[src/rtl/arith_writeback_pkg.sv]
// Shared definitions for the arithmetic-unit writeback stage: opcode and
// FSM state encodings, the divider's divide-by-zero result code, and a
// small opcode classification helper.
package arith_writeback_pkg;

    typedef enum logic [2:0] {
        ADD = 3'b000,
        SUB = 3'b001,
        MUL = 3'b010,
        DIV = 3'b011
    } arith_op_e;

    // The divider reports a zero divisor by returning all ones.
    localparam logic [31:0] DIV_BY_ZERO_CODE = 32'hFFFF_FFFF;

    typedef enum logic [1:0] {
        IDLE    = 2'd0,
        WR_LO   = 2'd1,
        WR_HI   = 2'd2,
        NOPDONE = 2'd3
    } wb_state_e;

    // Opcodes 3'b1xx are NOPs; everything below that writes the register file.
    function automatic logic is_arith_op(input logic [2:0] op);
        return (op[2] == 1'b0);
    endfunction

endpackage

[src/rtl/arith_writeback.sv]
// Writeback stage between the arithmetic unit and the 16-bit register file
// write port. Each accepted {result, opcode, rd} bundle becomes one write
// (ADD/SUB/DIV), two writes lo->rd then hi->rd+1 (MUL), or none (NOP).
// All register-file outputs and done are registered decodes of the next
// state, so a write appears the cycle after the bundle is accepted and a
// new bundle can be taken in every last cycle without a bubble.
module arith_writeback
    import arith_writeback_pkg::*;
#(
    parameter int REG_AW = 3,
    parameter int DATA_W = 16
) (
    input  logic                  clk,
    input  logic                  rst,
    input  logic                  in_valid,
    output logic                  in_ready,
    input  logic [2*DATA_W-1:0]   in_result,
    input  logic [2:0]            in_opcode,
    input  logic [REG_AW-1:0]     in_rd,
    output logic                  rf_we,
    output logic [REG_AW-1:0]     rf_waddr,
    output logic [DATA_W-1:0]     rf_wdata,
    output logic                  done,
    output logic                  zero_flag,
    output logic                  div_err,
    input  logic                  err_clr
);

    wb_state_e             state_q, state_d;
    logic [2*DATA_W-1:0]   result_q, result_d;
    logic [2:0]            op_q, op_d;
    logic [REG_AW-1:0]     rd_q, rd_d;

    logic                  rf_we_q, rf_we_d;
    logic [REG_AW-1:0]     rf_waddr_q, rf_waddr_d;
    logic [DATA_W-1:0]     rf_wdata_q, rf_wdata_d;
    logic                  done_q, done_d;
    logic                  zero_q, zero_d;
    logic                  div_err_q, div_err_d;

    logic                  last_cycle;
    logic                  accept;

    // The bundle currently being retired finishes this cycle, so the
    // upstream may hand over the next one now.
    assign last_cycle = ((state_q == WR_LO) && (op_q != MUL)) ||
                        (state_q == WR_HI) ||
                        (state_q == NOPDONE);
    assign in_ready   = (state_q == IDLE) || last_cycle;
    assign accept     = in_valid && in_ready;

    // Next state and bundle latch.
    always_comb begin
        state_d  = IDLE;
        result_d = result_q;
        op_d     = op_q;
        rd_d     = rd_q;
        if (accept) begin
            result_d = in_result;
            op_d     = in_opcode;
            rd_d     = in_rd;
            state_d  = is_arith_op(in_opcode) ? WR_LO : NOPDONE;
        end else if ((state_q == WR_LO) && (op_q == MUL)) begin
            state_d = WR_HI;
        end
    end

    // Output decode of the next state, so outputs are stable registers.
    always_comb begin
        rf_we_d    = 1'b0;
        rf_waddr_d = rf_waddr_q;
        rf_wdata_d = rf_wdata_q;
        done_d     = 1'b0;
        zero_d     = zero_q;
        div_err_d  = div_err_q;
        if (err_clr) begin
            div_err_d = 1'b0;
        end
        case (state_d)
            WR_LO: begin
                rf_we_d    = 1'b1;
                rf_waddr_d = rd_d;
                rf_wdata_d = result_d[DATA_W-1:0];
                if (op_d != MUL) begin
                    done_d = 1'b1;
                    zero_d = (result_d[DATA_W-1:0] == '0);
                end
                // A new error outranks a simultaneous clear.
                if ((op_d == DIV) && (result_d == DIV_BY_ZERO_CODE)) begin
                    div_err_d = 1'b1;
                end
            end
            WR_HI: begin
                rf_we_d    = 1'b1;
                rf_waddr_d = rd_d + REG_AW'(1);
                rf_wdata_d = result_d[2*DATA_W-1:DATA_W];
                done_d     = 1'b1;
                zero_d     = (result_d == '0);
            end
            NOPDONE: begin
                done_d = 1'b1;
            end
            default: begin
            end
        endcase
    end

    // State, latch and output registers; reset abandons any bundle in flight.
    always_ff @(posedge clk) begin
        if (rst) begin
            state_q    <= IDLE;
            result_q   <= '0;
            op_q       <= '0;
            rd_q       <= '0;
            rf_we_q    <= 1'b0;
            rf_waddr_q <= '0;
            rf_wdata_q <= '0;
            done_q     <= 1'b0;
            zero_q     <= 1'b0;
            div_err_q  <= 1'b0;
        end else begin
            state_q    <= state_d;
            result_q   <= result_d;
            op_q       <= op_d;
            rd_q       <= rd_d;
            rf_we_q    <= rf_we_d;
            rf_waddr_q <= rf_waddr_d;
            rf_wdata_q <= rf_wdata_d;
            done_q     <= done_d;
            zero_q     <= zero_d;
            div_err_q  <= div_err_d;
        end
    end

    assign rf_we     = rf_we_q;
    assign rf_waddr  = rf_waddr_q;
    assign rf_wdata  = rf_wdata_q;
    assign done      = done_q;
    assign zero_flag = zero_q;
    assign div_err   = div_err_q;

endmodule
[config.mk]
export PLATFORM = sky130hd
export DESIGN_NAME = arith_writeback
export DESIGN_NICKNAME = d
export VERILOG_FILES = /design/src/rtl/arith_writeback_pkg.sv /design/src/rtl/arith_writeback.sv
export SDC_FILE = /design/constraint.sdc
export NUM_CORES = 1
export LEC_CHECK = 0
export ABC_AREA = 0
export BUFFER_PORTS_ARGS = -buffer_cell sky130_fd_sc_hd__buf_2
export CAP_MARGIN = 10
export CORE_ASPECT_RATIO = 1.1
export CORE_MARGIN = 5
export CORE_UTILIZATION = 55
export DETAILED_ROUTE_END_ITERATION = 12
export GPL_ROUTABILITY_DRIVEN = 0
export GPL_TIMING_DRIVEN = 0
export PLACE_DENSITY = 0.88
export SLEW_MARGIN = 40
export SYNTH_ARGS = -nofsm -noshare
export SYNTH_HDL_FRONTEND = slang
export SYNTH_SLANG_ARGS = --single-unit
[constraint.sdc]
create_clock -name clk -period 3.2 [get_ports clk]
set_clock_uncertainty 0.1 [all_clocks]
set_input_delay 0.32 -clock clk [delete_from_list [all_inputs] [get_ports clk]]
set_output_delay 0.32 -clock clk [all_outputs]
set_load 0.005 [all_outputs]
# Word-level counts from Yosys, hierarchy flattened
# Index checks and enable logic that the tools add are counted.
[word_totals] elab_cells=53 input_bits=42 register_bits=63 out_inout_bits=24
[op_classes] n_eq_ne=12 n_mux=16 add_sub_neg=1 reduce_logical=14
[op_table] cell="$eq A32 B32 Y1 const B" n=1
[op_table] cell="$logic_not A32 Y1" n=1
[op_table] cell="$mux W32" n=1
[op_table] cell="$pmux W16 S2" n=1
[op_table] cell="$logic_not A16 Y1" n=1
[op_table] cell="$eq A2 B2 Y1 const B" n=4
[op_table] cell="$eq A3 B2 Y1 const B" n=2
[op_table] cell="$mux W1" n=6
[op_table] cell="$mux W2" n=3
[op_table] cell="$mux W3" n=2
[op_table] cell="$ne A3 B2 Y1 const B" n=2
[op_table] cell="$pmux W3 S2" n=1
[op_table] cell="$eq A2 B1 Y1 const B" n=2
[op_table] cell="$logic_and A1 B1 Y1" n=4
[op_table] cell="$pmux W1 S2" n=2
[op_table] cell="$reduce_or A2 Y1" n=2
[op_table] cell="$add A3 B1 Y3 const B" n=1
[op_table] cell="$logic_or A1 B1 Y1" n=3
[op_table] cell="$logic_not A2 Y1" n=1
[op_table] cell="$ne A2 B2 Y1 const B" n=1
[op_table] cell="$reduce_and A2 Y1" n=1
[op_table] cell="$reduce_bool A2 Y1" n=1

# Longest topological paths before layout
# Gate-level depths: netlist (run 1).
[logic_depth] word_depth=11 mapped_depth=7 depth_no_buf=7

# Worst setup path after synthesis (run 1)
# OpenSTA, ideal clock, no wires.
[synth_timing] path_kind="register -> register" start="register op_q[2]" end="register rf_waddr_q[2], in the netlist rf_waddr[2]" t_arrival_ns=1.710 n_path_buf=0 stages_incl_launch_ff=7 slack_ns=1.304 t_required_ns=3.014 setup_ns=0.086 path_cell_list="dfxtp_1 -> o41ai_4 -> mux2_2 -> ha_1 -> xor2_1 -> nor2_1 -> a211oi_1"
[synth_via] elab_chain_cells=9 elab_cells_between_ends=16 cone_classes="1 x add/sub; 4 x eq/ne; 4 x mux; 7 x reduce/logical"
[synth_rtl] item="from (decl)" line_no="arith_writeback.sv:31" text="logic [2:0] op_q, op_d;"
[synth_rtl] item="from (signal assigned)" line_no="arith_writeback.sv:124" text="op_q <= op_d;"
[synth_rtl] item="$ne A3 B2 Y1" line_no="arith_writeback.sv:46" text="assign last_cycle = ((state_q == WR_LO) && (op_q != MUL)) ||"
[synth_rtl] item="$logic_and A1 B1 Y1" line_no="arith_writeback.sv:46"
[synth_rtl] item="$logic_or A1 B1 Y1" line_no="arith_writeback.sv:46"
[synth_rtl] item="$logic_or A1 B1 Y1" line_no="arith_writeback.sv:47" text="(state_q == WR_HI) ||"
[synth_rtl] item="$logic_or A1 B1 Y1" line_no="arith_writeback.sv:49" text="assign in_ready = (state_q == IDLE) || last_cycle;"
[synth_rtl] item="$logic_and A1 B1 Y1" line_no="arith_writeback.sv:50" text="assign accept = in_valid && in_ready;"
[synth_rtl] item="$mux W3" line_no="arith_writeback.sv:58" text="if (accept) begin"
[synth_rtl] item="via rd_d[0]" line_no="arith_writeback.sv:32" text="logic [REG_AW-1:0] rd_q, rd_d;"
[synth_rtl] item="$add A3 B1 Y3" line_no="arith_writeback.sv:95" text="rf_waddr_d = rd_d + REG_AW'(1);"
[synth_rtl] item="$pmux W3 S2" line_no="arith_writeback.sv:79" text="case (state_d)"
[synth_rtl] item="to (signal assigned)" line_no="arith_writeback.sv:127" text="rf_waddr_q <= rf_waddr_d;"
[synth_rtl] item="to (decl)" line_no="arith_writeback.sv:35" text="logic [REG_AW-1:0] rf_waddr_q, rf_waddr_d;"
# The timed path passes the listed nets, and every way through them passes these cells.
# A chain may end at the register's enable or synchronous reset.

# Final worst setup path (run 1)
[layout_timing] start="register op_q[2]" end="output port in_ready"
[layout_via] elab_chain_cells=5
[layout_rtl] item="$ne A3 B2 Y1" line_no="arith_writeback.sv:46"
[layout_rtl] item="$logic_and A1 B1 Y1" line_no="arith_writeback.sv:46"
[layout_rtl] item="$logic_or A1 B1 Y1" line_no="arith_writeback.sv:46"
[layout_rtl] item="$logic_or A1 B1 Y1" line_no="arith_writeback.sv:47"
[layout_rtl] item="$logic_or A1 B1 Y1" line_no="arith_writeback.sv:49"
[layout_rtl] item="to (decl)" line_no="arith_writeback.sv:16" text="output logic in_ready,"
# Every way passes these cells.

==> summary.md, run 1 <==
| Metric | Value |
|---|---|
| DR vias | `2544` |
| Initial Utilization | `0.558` |
| CTS Root Cell | `clkbuf_8` |
| Ant. Diodes | `0` |
| Post-CTS setup buffer count | `0` |
| Syn_nets | `roughly 330` |
| Type of the tightest min-delay check | `input pin to register` |
| Share of cells above drive strength 1 | `0.259` |
| Num ports | `66` |
| Vias per cell | `~6` |
| CTS tree | `done` |
| Wire length on met1 | `2.99 mm` |
| Initial antenna violation count | `0` |
| Worst Path Buf+Inv | `3` |
| Most frequent CP cell | `buf_2` |
| Number of global-route vias before repair | `approximately 2600` |
| Worst-path maximum fanout | `10` |
| #FFs+latches synth | `63` |
| Setup violators final | `0` |
| Period minus WS final | `between 2 and 2.5 ns` |
| Syn. warnings | `0` |
| Die area | `~6500 um2` |
| Fillers | `364` |
| Mapped Area | `2750 um2` |
| RSZ-0062 raised after global routing | `false` |
| Fin. max-slew vios | `0` |
| # rows | `27` |
| Slowest cell delay on critical path | `0.54 ns` |
| Startpoint Class | `register` |
| Commonest non-fill, non-tap cell in the layout | `buf_2` |
| Largest net degree at the start of global routing | `12` |
| Die height | `84.2 um` |
| Worst-path clk slew | `0.07 ns` |
| Post-CTS sizing | `0` |
| Leakage | `roughly 1.5 nW` |
| Wire per inst | `17.9 um` |
| Net count, final | `401` |
| Total gr overflow | `0` |
| Port buffer count | `64` |
| CP cell instances | `nor4_4 > inv_2 > buf_2 > buf_2` |
| Met3 routed WL | `between 500 and 600 um` |
| DR top layer | `met4` |
| Worst EP arrival | `1.82 ns` |
| DRC viols | `0` |
| Detail Route Antenna Nets | `0` |
| Clk_lat worst skew | `0.35 ns` |
| Mapped Cells | `283` |
| # hold bufs at CTS | `0` |
| Slowest cell on the critical path | `nor4_4` |
| Max Fclk | `446 MHz` |
| Most frequent cells in the layout | `buf_2 (67), dfxtp_1 (63), nor2_1 (57)` |
| Max-slew headroom | `0.653` |
| Slew @ Worst Pin | `approximately 0.52 ns` |
| Worst Setup Path Type | `register to output port` |
| TritonRoute pass-1 iters | `4` |
| H-Tree Depth | `3` |
| DRT iter0 DRCs | `162` |
| Pwr per Cell Area | `about 530 nW/um2` |
| TNS Setup | `0 ns` |
| Top delay family on crit path | `buffers and inverters` |
| CP Data Required Time | `~2.8 ns` |
| Core area | `4930 um2` |
| Area Growth Syn to Fin | `21.5%` |
| Post-Route WL | `7.53 mm` |
| Outcome | `finished, final reports clean` |
| Synth Area per Inst | `9.72 um2` |
| First-pass GRT wire length | `roughly 12 mm` |
| Number of library cell types mapped by synthesis | `31` |
| CTS Buf Count | `9` |
| Pwr Total | `0.00178 W` |
| Die width | `77.4 um` |
| Clock sinks | `63` |
| Maximum clock path buffer count | `2` |
| Final Hold Fails | `0` |
| Peak supply drop | `0.313 mV` |
| Endpoint class of the critical path | `output port` |
| DP HPWL | `5.62 mm` |
| Post-synthesis sequential area ratio | `0.458` |
| Tcrit/Tclk final | `0.701` |
| GRT Total Usage | `0.240` |
| Met2 WL | `3.62 mm` |
| Total of max-cap violations | `0` |
[where the power goes]
part / total (W) / internal, W / switching, W
Sequential: 0.000872 / 0.000833 / 0.0000387
Combinational: 0.000226 / 0.000106 / 0.000120
Clock: 0.000686 / 0.000376 / 0.000310
Total: 0.00178 / 0.00131 / 0.000468
[metrics by stage]
step,instance area [um2],setup slack [ns],hold WS (ns),cells,utilization
after floorplan,2750,1.30,0.311,283,-
after global placement,3140,1.18,0.328,405,0.637
after detailed placement,3140,1.15,0.331,405,0.637
after CTS,3340,0.976,0.0639,421,0.678
after global routing,3340,0.890,0.0885,421,0.678
final,3340,0.956,0.0773,421,0.678
[area by class of cell]
cell class / instances / area [um2] / area share
buffer: 19 / 121 / 0.0363
sequential: 63 / 1260 / 0.377
timing repair buffer: 64 / 320 / 0.0958
clock inverter: 6 / 60.1 / 0.0180
clock buffer: 10 / 138 / 0.0412
tap: 58 / 72.6 / 0.0217
multi-input combinational: 199 / 1360 / 0.407
inverter: 2 / 7.51 / 0.00225
[routing by layer]
| metal | vias up | GRT usage |
|---|---|---|
| met3 | 38 | 0.0622 |
| met4 | 0 | 0.175 |
| li1 | 1186 | - |
| met5 | - | 0 |
| met2 | 122 | 0.381 |
| met1 | 1198 | 0.276 |
[state kept, by name (all words and copies together), names as in the netlist]
name / cells
done: 1
div_err: 1
rf_we: 1
rf_waddr: 3
rf_wdata: 16
op_q: 3
result_q: 32
zero_flag: 1
state_q: 2
rd_q: 3
[kinds of logic (layout without fill, tap and decap cells)]
family,count (synthesis),count (layout),synth area share
mux,55,55,0.201
xor+xnor,1,1,0.00318
fa+ha+maj,1,1,0.00455
flops,63,63,0.458
simple gates,112,112,0.202
compound gates,30,30,0.0841
buf+inv,21,101,0.0468
[Yosys cell counts (all sizes together)]
| master | instances | share of area |
|---|---|---|
| nor4 | 13 | 0.035 |
| o21ai | 1 | 0.0018 |
| or4 | 5 | 0.014 |
| nand4 | 13 | 0.030 |
| nor2b | 4 | 0.0091 |
| nand2b | 2 | 0.0045 |
| o221ai | 1 | 0.0032 |
| nand3 | 7 | 0.013 |
| a31oi | 1 | 0.0023 |
| a211oi | 20 | 0.055 |
| nor2 | 57 | 0.078 |
| o32ai | 1 | 0.0032 |
| nand2 | 7 | 0.0096 |
| o41ai | 1 | 0.010 |
| clkbuf | 10 | 0.014 |
| dfxtp | 63 | 0.46 |
| nand4b | 2 | 0.0064 |
| nor3 | 2 | 0.0036 |
| buf | 9 | 0.030 |
| mux2 | 2 | 0.0082 |
| a21oi | 5 | 0.0091 |
| mux2i | 53 | 0.19 |
| inv | 2 | 0.0027 |
| xor2 | 1 | 0.0032 |
| ha | 1 | 0.0045 |
[worst paths after layout]
check             startpoint           to  slack (ns)  cells after the start
setup / recovery     op_q[2]     in_ready        0.96                      4
setup reg to reg     op_q[2]  rf_waddr[2]        1.14                      6
hold / removal       err_clr      div_err        0.08                      2
hold reg to reg      rd_q[0]  rf_waddr[0]        0.35                      1
No activity file was read; power rests on OpenSTA's default activity.
==> run 2, diff against run 1 <==
- ABC_AREA: 0 -> 1
- CORE_UTILIZATION: 55 -> 54
- PLACE_DENSITY: 0.88 -> 0.86
- clock period: 3.2 -> 2.3 ns (I/O delays scaled with it)
==> summary.md, run 2 <==
| Metric | Value |
|---|---|
| Tcrit/Tclk final | `0.929` |
| Peak supply drop | `roughly 0.47 mV` |
| Endpoint class of the critical path | `register` |
| Initial antenna violation count | `0` |
| Hold Crit Start | `err_clr` |
| Area Growth Syn to Fin | `20.7%` |
| Setup violators final | `0` |
| Startpoint Class | `register` |
| Clock sinks | `63` |
| RSZ-0062 raised after global routing | `false` |
| Post-synthesis sequential area ratio | `0.433` |
| Number of library cell types mapped by synthesis | `29` |
| Mapped Area | `2910 um2` |
| Initial Utilization | `0.547` |
| Post-Route WL | `8.20 mm` |
| R2R Path End | `rf_waddr[2]` |
| First-pass GRT wire length | `~13 mm` |
| # hold bufs at CTS | `0` |
| Clk_lat worst skew | `between 0.3 and 0.4 ns` |
| Max Fclk | `468 MHz` |
| CP cell instances | `nand2_1 > nor2_2 > nand2_4 > nand2_4 > buf_12 > inv_2 > or2_2 > o21ai_1 > inv_1 > ha_1 > nand2_1 > o21ai_0 > o21ai_0 > a21oi_1` |
| Worst EP arrival | `2.25 ns` |
| Outcome | `finished, final reports clean` |
| Syn_nets | `459` |
| Die area | `6960 um2` |
| # rows | `28` |
| Net count, final | `537` |
| Most frequent cells in the layout | `nand2_1 (120), buf_2 (67), nor2_1 (63), dfxtp_1 (63), inv_1 (43)` |
| CTS Buf Count | `9` |
| Worst Setup Path Type | `register to register` |
| Detail Route Antenna Nets | `0` |
| R2R depth | `14` |
| Leakage | `1.80 nW` |
| Placed cell area | `approximately 3300 um2` |
| FFs w/ async S/R, synth | `0` |
| CTS tree | `done` |
| DP HPWL | `just under 6 mm` |
| Port buffer count | `64` |
| Register with the most flip-flops | `result_q` |
| Slew @ Worst Pin | `0.606 ns` |
| H-Tree Depth | `3` |
| CTS Root Cell | `clkbuf_8` |
| Final Hold Fails | `0` |
| Non-filler instance count after layout | `572` |
| EDFF count, synth | `0` |
| Vias per cell | `about 5.2` |
| Ant. Diodes | `0` |
| DR vias | `2976` |
| Total gr overflow | `0` |
| CP Data Required Time | `2.41 ns` |
| Max FFs per register | `32` |
| CP Capture Point | `rf_waddr[2]` |
| Pwr per Cell Area | `689 nW/um2` |
| GRT Total Usage | `0.250` |
| Wire per inst | `14.3 um` |
| Slowest cell delay on critical path | `0.32 ns` |
| Cell taking the most area after synthesis | `dfxtp_1` |
| TNS Setup | `0 ns` |
| Synth top cells by count | `nand2_1 (120), dfxtp_1 (63), nor2_1 (63)` |
| Final core occ | `0.660` |
| Origin of the critical flop-to-flop path | `op_q[1]` |
| Mapped Cells | `416` |
| Syn. warnings | `0` |
| Pre-CTS setup slack | `~0.14 ns` |
| Dominant synthesized flop cell | `dfxtp_1` |
| Most numerous cell in the Yosys netlist | `nand2_1` |
| R2R Setup Slk | `0.16 ns` |
| Top-area cell type share of the netlist area | `0.433` |
| Placed insts | `about 560` |
| Number of global-route vias before repair | `2820` |
| Period minus WS final | `between 2 and 2.5 ns` |
| Worst-path clk slew | `around 0.06 ns` |
| DRC viols | `0` |
| Final Cell Area | `3510 um2` |
| DRT iter0 DRCs | `roughly 380` |
| Num ports | `between 60 and 70` |
| Fin. max-slew vios | `0` |
| Worst-path maximum fanout | `10` |
| Critical Path Start | `op_q[1]` |
| Commonest non-fill, non-tap cell in the layout | `nand2_1` |
| Die height | `slightly below 90 um` |
| Area contributors post-synth | `dfxtp_1 (43%), nand2_1 (15%), nor2_1 (8.1%), nand3_1 (5.8%), inv_1 (5.5%)` |
| Slowest cell on the critical path | `dfxtp_1` |
| Largest net degree at the start of global routing | `11` |
| Share of cells above drive strength 1 | `0.221` |
| Final worst setup slack | `0.162 ns` |
| Core area | `5330 um2` |
| Type of the tightest min-delay check | `input pin to register` |
| #FFs+latches synth | `63` |
| Max-slew headroom | `0.596` |
| Die width | `80.0 um` |
| Synth Area per Inst | `7.00 um2` |
| Total of max-cap violations | `0` |
| TritonRoute pass-1 iters | `5` |
| Maximum clock path buffer count | `2` |
[run 2: cell count changes in the layout (fill, tap and decap cells not counted), moves of 5 or more]
cell | before | now
a32oi_1 | 0 | 6
nand4_1 | 13 | 1
nand3_1 | 7 | 34
nand2_2 | 0 | 8
nor4_1 | 12 | 0
inv_1 | 1 | 43
mux2i_1 | 53 | 1
nand2_1 | 7 | 120
or4_1 | 5 | 0
nor2_1 | 57 | 63
a21oi_1 | 5 | 19
o21ai_0 | 1 | 8
a211oi_1 | 20 | 0
o21ai_2 | 0 | 6
[run 2: kinds of logic (layout without fill, tap and decap cells)]
kind of cell             after synthesis  count (layout)  share of synthesized area
AND/OR/NAND/NOR                      236             236                      0.340
buffers and inverters                 65             146                      0.111
flip-flops                            63              63                      0.433
AO/OA/AOI/OAI                         50              50                      0.108
adder cells (fa/ha/maj)                1               1                    0.00429
multiplexers                           1               1                    0.00344
[run 2: metal layers]
layer,GRT usage,vias to the layer above,share of wire
li1,-,1463,-
met1,0.298,1352,0.41
met2,0.414,133,0.48
met3,0.0455,28,0.068
met4,0.152,0,0.038
met5,0,-,0
[run 2: cell type report]
class                      count  area (um2)
fill                         502        1810
multi-input combinational    288        1330
sequential                    63        1260
timing repair buffer          67         343
inverter                      45         169
clock buffer                  13         159
buffer                        20         156
tap                           75        93.8
clock inverter                 1        5.00
[run 2: worst min path at each step]
| stage | to | slack (ns) | cells past startpoint |
|---|---|---|---|
| 6_report | div_err | 0.05 | 4 |
| 5_1_grt | rd_q[1] | 0.07 | 3 |
| 4_1_cts | div_err | 0.04 | 4 |
| 3_5_place_dp | rf_wdata[15] | 0.34 | 2 |
| 3_3_place_gp | rf_wdata[2] | 0.33 | 2 |
| 2_1_floorplan | result_q[9] | 0.28 | 2 |
[run 2: report_power, final]
group	leakage, nW	internal, W	switching [W]
clock network	0.0854	0.000437	0.000403
logic	1.19	0.000151	0.000245
registers	0.519	0.00116	0.0000261
[run 2: through the flow]
stage	power, W	hold slack (ns)
global placement	0.00158	0.334
CTS	0.00242	0.0432
detailed placement	0.00159	0.338
floorplan	0.00146	0.282
finish	0.00242	0.0457
global route	0.00254	0.0734
[run 2: repair_timing]
| action | 4_1_cts | 5_1_grt |
|---|---|---|
| buffers inserted | 0 | 3 |
| gates resized for setup | 0 | 2 |
| setup endpoints to repair | 0 | 2 |
[run 2: worst max-delay path: cells and delay by family, from the launching register on]
kind                     cells  cell delay (ns)
AND/OR/NAND/NOR              6             0.73
AO/OA/AOI/OAI                4             0.36
flip-flops                   1             0.32
buffers and inverters        3             0.31
adder cells (fa/ha/maj)      1             0.18
==> run 3, diff against run 2 <==
- CELL_PAD_IN_SITES_DETAIL_PLACEMENT: default -> 0
- CELL_PAD_IN_SITES_GLOBAL_PLACEMENT: default -> 1
- CORE_UTILIZATION: 54 -> 38
- PLACE_DENSITY: 0.86 -> 0.85
==> summary.md, run 3 (synthesis results as in run 2) <==
| Metric | Value |
|---|---|
| Peak supply drop | `0.331 mV` |
| # rows | `33` |
| Max-slew headroom | `0.567` |
| Worst-path clk slew | `about 0.070 ns` |
| Initial antenna violation count | `0` |
| Clk_lat worst skew | `about 0.34 ns` |
| Worst-path maximum fanout | `10` |
| Core area | `roughly 7500 um2` |
| Max FFs per register | `32` |
| Worst EP arrival | `2.22 ns` |
| CTS Root Cell | `clkbuf_8` |
| Num ports | `66` |
| Final hold slack | `0.0377 ns` |
| DRC viols | `0` |
| Clock sinks | `63` |
| Vias per cell | `approximately 4.8` |
| Leakage | `1.80 nW` |
| First-pass GRT wire length | `13.4 mm` |
| TritonRoute pass-1 iters | `4` |
| Period minus WS final | `roughly 2.1 ns` |
| Slew @ Worst Pin | `0.650 ns` |
| DP HPWL | `6.42 mm` |
| Die height | `102 um` |
| Total of max-cap violations | `0` |
| Die area | `9520 um2` |
| Area Growth Syn to Fin | `22.3%` |
| RSZ-0062 raised after global routing | `false` |
| Commonest non-fill, non-tap cell in the layout | `nand2_1` |
| Startpoint Class | `register` |
| Type of the tightest min-delay check | `input pin to register` |
| Fin. max-slew vios | `0` |
| Pre-CTS setup slack | `approximately 0.11 ns` |
| Net count, final | `538` |
| Final worst setup slack | `0.175 ns` |
| H-Tree Depth | `3` |
| Share of cells above drive strength 1 | `0.225` |
| Die width | `approximately 93 um` |
| Number of global-route vias before repair | `2722` |
| Pwr per Cell Area | `around 700 nW/um2` |
| Port buffer count | `64` |
| Most frequent cells in the layout | `nand2_1 (120), buf_2 (67), nor2_1 (63), dfxtp_1 (63), inv_1 (43)` |
| Endpoint class of the critical path | `register` |
| Detail Route Antenna Nets | `0` |
| Total gr overflow | `0` |
| Largest net degree at the start of global routing | `11` |
| Worst Setup Path Type | `register to register` |
| Maximum clock path buffer count | `2` |
| DRT iter0 DRCs | `150` |
| Setup violators final | `0` |
| Tcrit/Tclk final | `0.924` |
| TNS Setup | `0 ns` |
| Wire per inst | `14.3 um` |
| Max Fclk | `approximately 470 MHz` |
| Fillers | `approximately 800` |
| CP Data Required Time | `2.40 ns` |
| Register with the most flip-flops | `result_q` |
| Initial Utilization | `0.390` |
| Final Hold Fails | `0` |
| Ant. Diodes | `0` |
| CTS Buf Count | `9` |
| Outcome | `finished, final reports clean` |
| CTS tree | `done` |
| Post-Route WL | `slightly below 9 mm` |
| DR vias | `between 2000 and 3000` |
| GRT Total Usage | `0.187` |
==> run 3: cell types whose count changed in the layout (fill, tap and decap cells not counted) <==
cell and change:
o21ai_1 -1, o21ai_2 +1, buf_4 +1
==> run 3: where the power goes <==
group | internal [W] | switching (W) | leakage [nW]
combinational | 0.000152 | 0.000244 | 1.20
clock | 0.000438 | 0.000415 | 0.0854
sequential | 0.00116 | 0.0000262 | 0.519
total | 0.00175 | 0.000685 | 1.80
==> run 3: worst paths after layout <==
path	from	end	slack [ns]	depth (start not counted)
worst max-delay path	op_q[1]	rf_waddr[2]	0.18	14
worst min-delay path	err_clr	div_err	0.04	4
worst max register to register	op_q[1]	rf_waddr[2]	0.18	14
worst min register to register	rf_wdata[0]	rf_wdata[0]	0.35	2
==> run 3: what timing repair did <==
| action | in CTS | in global routing |
|---|---|---|
| gates resized for setup | 0 | 3 |
| endpoints found under the setup margin | 0 | 6 |
| hold buffers | 0 | 0 |
| setup buffers | 0 | 4 |
==> run 3: stage by stage <==
stage | instance area, um2 | util | cells | power (W)
after floorplan | 2910 | - | 416 | 0.00146
after CTS | 3530 | 0.472 | 599 | 0.00244
after global routing | 3560 | 0.477 | 603 | 0.00255
after global placement | 3360 | 0.450 | 585 | 0.00159
final | 3560 | 0.477 | 603 | 0.00243
after detailed placement | 3360 | 0.450 | 585 | 0.00160
==> run 3: critical path: stages (launching register included) <==
cell     delay (ns)
dfxtp_1        0.33
nand2_1        0.07
nor2_2         0.13
nand2_4        0.10
nand2_4        0.08
buf_12         0.14
inv_2          0.09
or2_2          0.30
o21ai_2        0.07
inv_1          0.07
ha_1           0.17
nand2_1        0.09
o21ai_0        0.08
o21ai_0        0.08
a21oi_1        0.08
==> run 3: routing by layer <==
metal | track usage | vias up | share of wire
li1 | - | 1471 | -
met1 | 0.235 | 1296 | 0.46
met2 | 0.310 | 90 | 0.47
met3 | 0.0390 | 14 | 0.055
met4 | 0.0823 | 0 | 0.019
met5 | 0 | - | 0
==> run 3: layout make-up <==
class	count	area (um2)	area share
clock inverters	1	5.00	0.00140
well taps	105	131	0.0369
plain buffers	20	156	0.0439
flip-flops and latches	63	1260	0.354
repair buffers	68	350	0.0983
multi-input cells	288	1330	0.374
inverters	45	169	0.0474
clock buffers	13	159	0.0446
